`src/rtl/dmem_arbiter.sv`:
```
// Data-memory arbiter: port 0 (pipeline) has priority, port 1 may run locked bursts.
// Build with DMEM_ARB_FAIRNESS_EN to add the port-1 anti-starvation guard.
module dmem_arbiter #(
    parameter int DATA_WIDTH = 32,
    parameter int MAX_WAIT   = 4,
    parameter int MAX_BURST  = 8
) (
    input  logic                  clk,
    input  logic                  rst_n,
    input  logic                  p0_req,
    input  logic                  p0_we,
    input  logic [DATA_WIDTH-1:0] p0_addr,
    input  logic [2:0]            p0_ctrl,
    input  logic [DATA_WIDTH-1:0] p0_wdata,
    input  logic                  p1_req,
    input  logic                  p1_we,
    input  logic [DATA_WIDTH-1:0] p1_addr,
    input  logic [2:0]            p1_ctrl,
    input  logic [DATA_WIDTH-1:0] p1_wdata,
    input  logic                  p1_lock,
    output logic                  p0_gnt,
    output logic                  p1_gnt,
    output logic                  p0_rvalid,
    output logic                  p1_rvalid,
    output logic [DATA_WIDTH-1:0] p0_rdata,
    output logic [DATA_WIDTH-1:0] p1_rdata,
    output logic [DATA_WIDTH-1:0] mem_a,
    output logic                  mem_we,
    output logic [2:0]            mem_ctrl,
    output logic [DATA_WIDTH-1:0] mem_wd,
    input  logic [DATA_WIDTH-1:0] mem_rd
);

    localparam int BW = $clog2(MAX_BURST + 1);

    typedef enum logic [1:0] {
        IDLE,
        BURST1,
        YIELD
    } state_t;

    state_t        state, state_nxt;
    logic [BW-1:0] beat_cnt, beat_nxt;
    logic          fair_fire;
    logic          idle_p0, idle_p1;
    logic          gnt0, gnt1;
    logic          last_beat;

`ifdef DMEM_ARB_FAIRNESS_EN
    localparam int WW = $clog2(MAX_WAIT + 1);

    logic [WW-1:0] wait_cnt;

    always_ff @(posedge clk or negedge rst_n) begin
        if (!rst_n) begin
            wait_cnt <= '0;
        end else if (!p1_req || p1_gnt) begin
            wait_cnt <= '0;
        end else if (wait_cnt != WW'(MAX_WAIT)) begin
            wait_cnt <= wait_cnt + WW'(1);
        end
    end

    assign fair_fire = (wait_cnt == WW'(MAX_WAIT));
`else
    assign fair_fire = 1'b0;
`endif

    // Plain IDLE arbitration, also used for the cycle a burst is abandoned
    assign idle_p1   = p1_req && (fair_fire || !p0_req);
    assign idle_p0   = p0_req && !idle_p1;
    assign last_beat = (beat_cnt >= BW'(MAX_BURST - 1));

    always_comb begin
        state_nxt = state;
        beat_nxt  = beat_cnt;
        gnt0      = 1'b0;
        gnt1      = 1'b0;
        unique case (state)
            IDLE: begin
                gnt0 = idle_p0;
                gnt1 = idle_p1;
                if (idle_p1 && p1_lock) begin
                    state_nxt = (MAX_BURST == 1) ? YIELD : BURST1;
                    beat_nxt  = BW'(1);
                end
            end
            BURST1: begin
                if (p1_req && p1_lock) begin
                    gnt1 = 1'b1;
                    if (last_beat) begin
                        state_nxt = YIELD;
                        beat_nxt  = BW'(MAX_BURST);
                    end else begin
                        beat_nxt = beat_cnt + BW'(1);
                    end
                end else begin
                    gnt0      = idle_p0;
                    gnt1      = idle_p1;
                    state_nxt = IDLE;
                    beat_nxt  = '0;
                end
            end
            YIELD: begin
                gnt0      = p0_req;
                state_nxt = IDLE;
                beat_nxt  = '0;
            end
            default: begin
                state_nxt = IDLE;
                beat_nxt  = '0;
            end
        endcase
    end

    always_ff @(posedge clk or negedge rst_n) begin
        if (!rst_n) begin
            state    <= IDLE;
            beat_cnt <= '0;
        end else begin
            state    <= state_nxt;
            beat_cnt <= beat_nxt;
        end
    end

    // Grants are killed while reset is asserted so no write can slip through
    assign p0_gnt = gnt0 & rst_n;
    assign p1_gnt = gnt1 & rst_n;

    always_comb begin
        mem_a    = '0;
        mem_we   = 1'b0;
        mem_ctrl = 3'b010;
        mem_wd   = '0;
        if (p0_gnt) begin
            mem_a    = p0_addr;
            mem_we   = p0_we;
            mem_ctrl = p0_ctrl;
            mem_wd   = p0_wdata;
        end else if (p1_gnt) begin
            mem_a    = p1_addr;
            mem_we   = p1_we;
            mem_ctrl = p1_ctrl;
            mem_wd   = p1_wdata;
        end
    end

    always_ff @(posedge clk or negedge rst_n) begin
        if (!rst_n) begin
            p0_rvalid <= 1'b0;
            p1_rvalid <= 1'b0;
            p0_rdata  <= '0;
            p1_rdata  <= '0;
        end else begin
            p0_rvalid <= p0_gnt;
            p1_rvalid <= p1_gnt;
            if (p0_gnt && !p0_we) begin
                p0_rdata <= mem_rd;
            end
            if (p1_gnt && !p1_we) begin
                p1_rdata <= mem_rd;
            end
        end
    end

endmodule

```
`config.mk`:
```
export PLATFORM = sky130hd
export DESIGN_NAME = dmem_arbiter
export DESIGN_NICKNAME = d
export VERILOG_FILES = /design/src/rtl/dmem_arbiter.sv
export SDC_FILE = /design/constraint.sdc
export NUM_CORES = 1
export LEC_CHECK = 0
export ABC_AREA = 1
export CAP_MARGIN = 20
export CORE_MARGIN = 10
export CORE_UTILIZATION = 33
export CTS_CLUSTER_SIZE = 40
export DETAILED_ROUTE_END_ITERATION = 7
export GPL_TIMING_DRIVEN = 0
export PLACE_DENSITY = 0.87
export SLEW_MARGIN = 20
export SYNTH_ARGS = -nofsm -noshare
export SYNTH_HDL_FRONTEND = slang
export SYNTH_SLANG_ARGS = --single-unit
```
`constraint.sdc`:
```
create_clock -name clk -period 1.7 [get_ports clk]
set_input_delay 0.34 -clock clk [delete_from_list [all_inputs] [get_ports clk]]
set_output_delay 0.34 -clock clk [all_outputs]
set_load 0.005 [all_outputs]
```
# ---- After elaboration in Yosys (flattened, before gate mapping)
# Cells that the tools add are included.
# Widths: inputs -> output; s select.
dict set report op_classes {
  n_mux 20
  n_addsub 1
  reduce_logical 12
  eq_ne 4
  bitwise 2
  order_cmp 1
}
# operator n
set ops {}
lappend ops {{$mux 32} 4}
lappend ops {{$mux 4} 3}
lappend ops {{$pmux 4 s2} 1}
lappend ops {{$logic_and 1x1->1} 6}
lappend ops {{$mux 2} 3}
lappend ops {{$mux 3} 2}
lappend ops {{$add 4x1->4 const B} 1}
lappend ops {{$ge 4x3->1 const B} 1}
lappend ops {{$logic_not 1->1} 4}
lappend ops {{$mux 1} 4}
lappend ops {{$pmux 2 s2} 1}
lappend ops {{$ne 3x3->1 const B} 1}
lappend ops {{$pmux 1 s3} 1}
lappend ops {{$and 1x1->1} 2}
lappend ops {{$eq 2x1->1 const B} 1}
lappend ops {{$eq 2x2->1 const B} 1}
lappend ops {{$logic_not 2->1} 1}
lappend ops {{$ne 2x2->1 const B} 1}
lappend ops {{$pmux 1 s2} 1}
lappend ops {{$reduce_and 2->1} 1}
dict set report word_totals {
  in_bits 173
  regBits 72
  out_inout_bits 136
}

# ---- Logic depth before layout (Yosys ltp)
dict set report depth {
  word_depth 8
  depth_mapped 10
}

# ---- Worst setup path before layout
# Ideal clock, no wire load.
dict set report synth_path {
  path_type {reg2out}
  start {register state[1]}
  end {output mem_a[12]}
  setup_slack_ps 193
  arrival_ps 1167
  stages_incl_launch_ff 10
  path_buffers 2
  path_cell_list {dfrtp_1 inv_1 nand3b_1 nand2_4 nand2_2 inv_2 buf_6 buf_4 nand2_1 nand2_1}
}
dict set report synth_via {
  elab_chain_len 5
}
# item line_no
set synth_lines {}
lappend synth_lines {{start: declaration} 42} ;# state_t state, state_nxt;
lappend synth_lines {{start signal: assignment} 121} ;# state <= state_nxt;
lappend synth_lines {{$eq 2x1->1 or $logic_not 2->1 (tied branches)} 79} ;# unique case (state)
lappend synth_lines {{$pmux 1 s2} 79}
lappend synth_lines {{$and 1x1->1} 128} ;# assign p1_gnt = gnt1 & rst_n;
lappend synth_lines {{$mux 32} 140} ;# end else if (p1_gnt) begin
lappend synth_lines {{$mux 32 *} 135} ;# if (p0_gnt) begin
lappend synth_lines {{end: declaration} 27} ;# output logic [DATA_WIDTH-1:0] mem_a,
# Every way passes the cells marked *; elsewhere a longest branch is shown, timed or not.

# ---- Worst setup path after layout
dict set report layout_path {
  start {register state[1]}
  end {output mem_a[16]}
}
# Same word-level chain as after synthesis.

==> flow_summary.yaml <==
run_status:
  status: "finished with violations"
  violations: "setup timing"
placed_design:
  dp.cells: 999
  dp_hpwl_um: 15300
  port_buffers: 308
  gp_congestion: 0.938
logic_synthesis:
  seq_area_frac_synth_pct: 47.3
  synth_area_leaders: "dfrtp_1 47%, nand2_1 30%, nand4_1 5.3%"
  synth_area_leader_cell: "dfrtp_1"
  synthDistinctLibCells: 22
  yosysWarningCount: 0
  synthesis.instances: 547
  synth.top_cell.area_share_pct: 47.3
  synthesis.nets: 721
  syn_area_um2: 3810
  syn_avg_cell_area_um2: 6.97
  yosys_register_bits: 72
finish:
  layout_commonest_cell: "nand2_1"
  area_delta_synth_final_pct: 107
  regArea_um2: 1800
  drive_above_1_share_pct: 25.5
  fill_cells: 878
  multi_input_area_um2: 1820
  finalNonFillerCells: 1071
  layout_common_cells: "251 x nand2_1, 234 x clkdlybuf4s50_1, 72 x dfrtp_1, 70 x buf_2, 55 x nand2_2"
  fin_nets: 1095
timing:
  worst_slew_pin_slew_ns: 0.536
  post-route-period-util_pct: 124
  setup_viol: 70
  rsz0062_at_grt: "true"
  skew_ns: 0.00789
  hold_viol_final: 0
  fin_setup_tns_ns: -22.32
  slew_headroom_pct: 64.2
  timing.final.crit_period_ns: 2.11
  finalWorstSetupSlack_ns: -0.412
  fmaxAchievable_mhz: 474
  finalMaxSlewViolations: 0
global_route:
  grt_pass1_wl_um: 29900
  grt_pass1_vias: 5229
  track_usage_pct: 23.6
  grt_antenna_before_repair: 2
  grt_max_degree: 41
  overflow: 0
cts:
  cts_buffers: 9
  clock_path_buffers: 2
  cts_tree: "yes"
  path_clk_slew_ns: 0.06
  clock_latency_ns: 0.33
  cts-root-buf: "clkbuf_16"
  cts.htree.levels: 3
  cts.sinks: 72
floorplan:
  start_util_pct: 33.5
  die_w_um: 127
  io-pin-count: 309
  die_y_um: 127
  fp.coreArea_um2: 11400
  dieArea_um2: 16200
  rows: 39
worst_hold_path:
  worstHoldPathType: "primary input to flop"
setup_path:
  critPathLaunchType: "flop"
  required_ns: 1.36
  crit_type: "flop to primary output"
  worstPathMaxFanout: 7
  worstPathArrival_ns: 1.77
  end_kind: "primary output"
routing:
  wl_per_cell_um: 19.2
  num_vias: 5049
  routed_via_density: 4.71
  drt_wl_total_um: 20600
  drt_iter0_drc: 279
  dr.pass1.iters: 6
  drcViolationCount: 0
  detail-route-antenna-nets: 0
power_and_ir_drop:
  cellPowerDensity_nw_per_um2: 759
  power_mw: 5.98
  ir_drop_uv: 760
  leakage_nw: 4.12
flow_run:
  cap_violations: 0
-- critical path, stage by stage (launching register included) --
cell and delay [ns]:
dfrtp_1 0.41, inv_2 0.07, nand3b_1 0.11, nand2_4 0.11
nand2_4 0.07, inv_8 0.08, buf_8 0.11, buf_6 0.11
buf_8 0.12, nand2_2 0.05, nand2_1 0.07, buf_2 0.12
-- where the power goes --
part	leakage, nW	total, mW	internal, mW	switching (mW)
logic	3.08	2.04	1.24	0.804
registers	0.908	2.18	2.01	0.167
clock network	0.131	1.76	1.03	0.734
-- metrics by stage --
step	utilization (%)	cell area [um^2]	setup WS [ns]	hold WS, ns
finish	69.3	7880	-0.412	0.435
global route	69.3	7880	-0.470	0.436
CTS	68.4	7770	-0.400	0.423
detailed placement	62.4	7090	-1.13	0.319
global placement	62.2	7070	-3.83	0.453
floorplan	-	3810	0.193	0.0444
-- repair_timing --
action | 4_1_cts | 5_1_grt
pin swaps | 15 | 16
setup buffers | 43 | 8
endpoints found under the hold margin | 32 | 0
resized for setup | 391 | 47
cloned | 5 | 0
setup endpoints to repair | 91 | 100
hold buffers | 2 | 0
-- cells in the mapped netlist --
master,instances
and3_1,1
clkinv_1,1
nand4_1,32
inv_1,44
buf_2,13
nand3b_1,2
nand2_1,308
buf_4,3
inv_2,2
nand2_4,1
nand3_1,1
o21a_1,1
dfrtp_1,72
nand2_2,2
buf_6,3
nand3_2,1
nor2_2,1
clkbuf_1,14
nor2_1,4
o21ai_0,39
ha_1,1
a21oi_1,1
-- worst paths after layout --
| kind | start | end | slack, ns | cells after the start |
|---|---|---|---|---|
| min | rst_n | p1_rdata[11] | 0.44 | 4 |
| max in group asynchronous | rst_n | p1_rdata[8] | 0.85 | 3 |
| max reg2reg | state[1] | p1_rdata[31] | 0.10 | 7 |
| min reg2reg | p1_rdata[29] | p1_rdata[29] | 0.47 | 2 |
| min in group asynchronous | rst_n | p0_rdata[17] | 0.64 | 3 |
| max | state[1] | mem_a[16] | -0.41 | 11 |
-- layer usage --
metal,routed length (um),part of all wire (%),GRT usage (%)
met1,7550,37,25.0
met2,10400,51,41.4
met3,1790,8.7,7.40
met4,833,4.0,11.8
met5,0,0,0
-- flip-flops by register name, indices dropped and copies added (netlist names) --
name       count
p1_rdata      32
p0_rvalid      1
p0_rdata      32
state          2
p1_rvalid      1
beat_cnt       4
-- cell families (layout without fill, tap and decap cells) --
family	after synthesis	in the layout	synth area share (%)
AND/OR/NAND/NOR	353	353	37.7
buffers and inverters	80	459	9.20
flip-flops	72	72	47.3
AO/OA/AOI/OAI	41	41	5.45
adder cells (fa/ha/maj)	1	1	0.328
other	0	2	0
-- final cells by class --
| cell class | instances | share of cell area, % |
|---|---|---|
| antenna | 2 | 0.0635 |
| inverter | 47 | 2.41 |
| clock buffer | 10 | 3.03 |
| timing repair buffer | 364 | 42.5 |
| buffer | 32 | 3.24 |
| tap | 143 | 2.27 |
| sequential | 72 | 22.9 |
| clock inverter | 6 | 0.571 |
| multi-input combinational | 395 | 23.1 |
No activity file was read; power rests on OpenSTA's default activity.
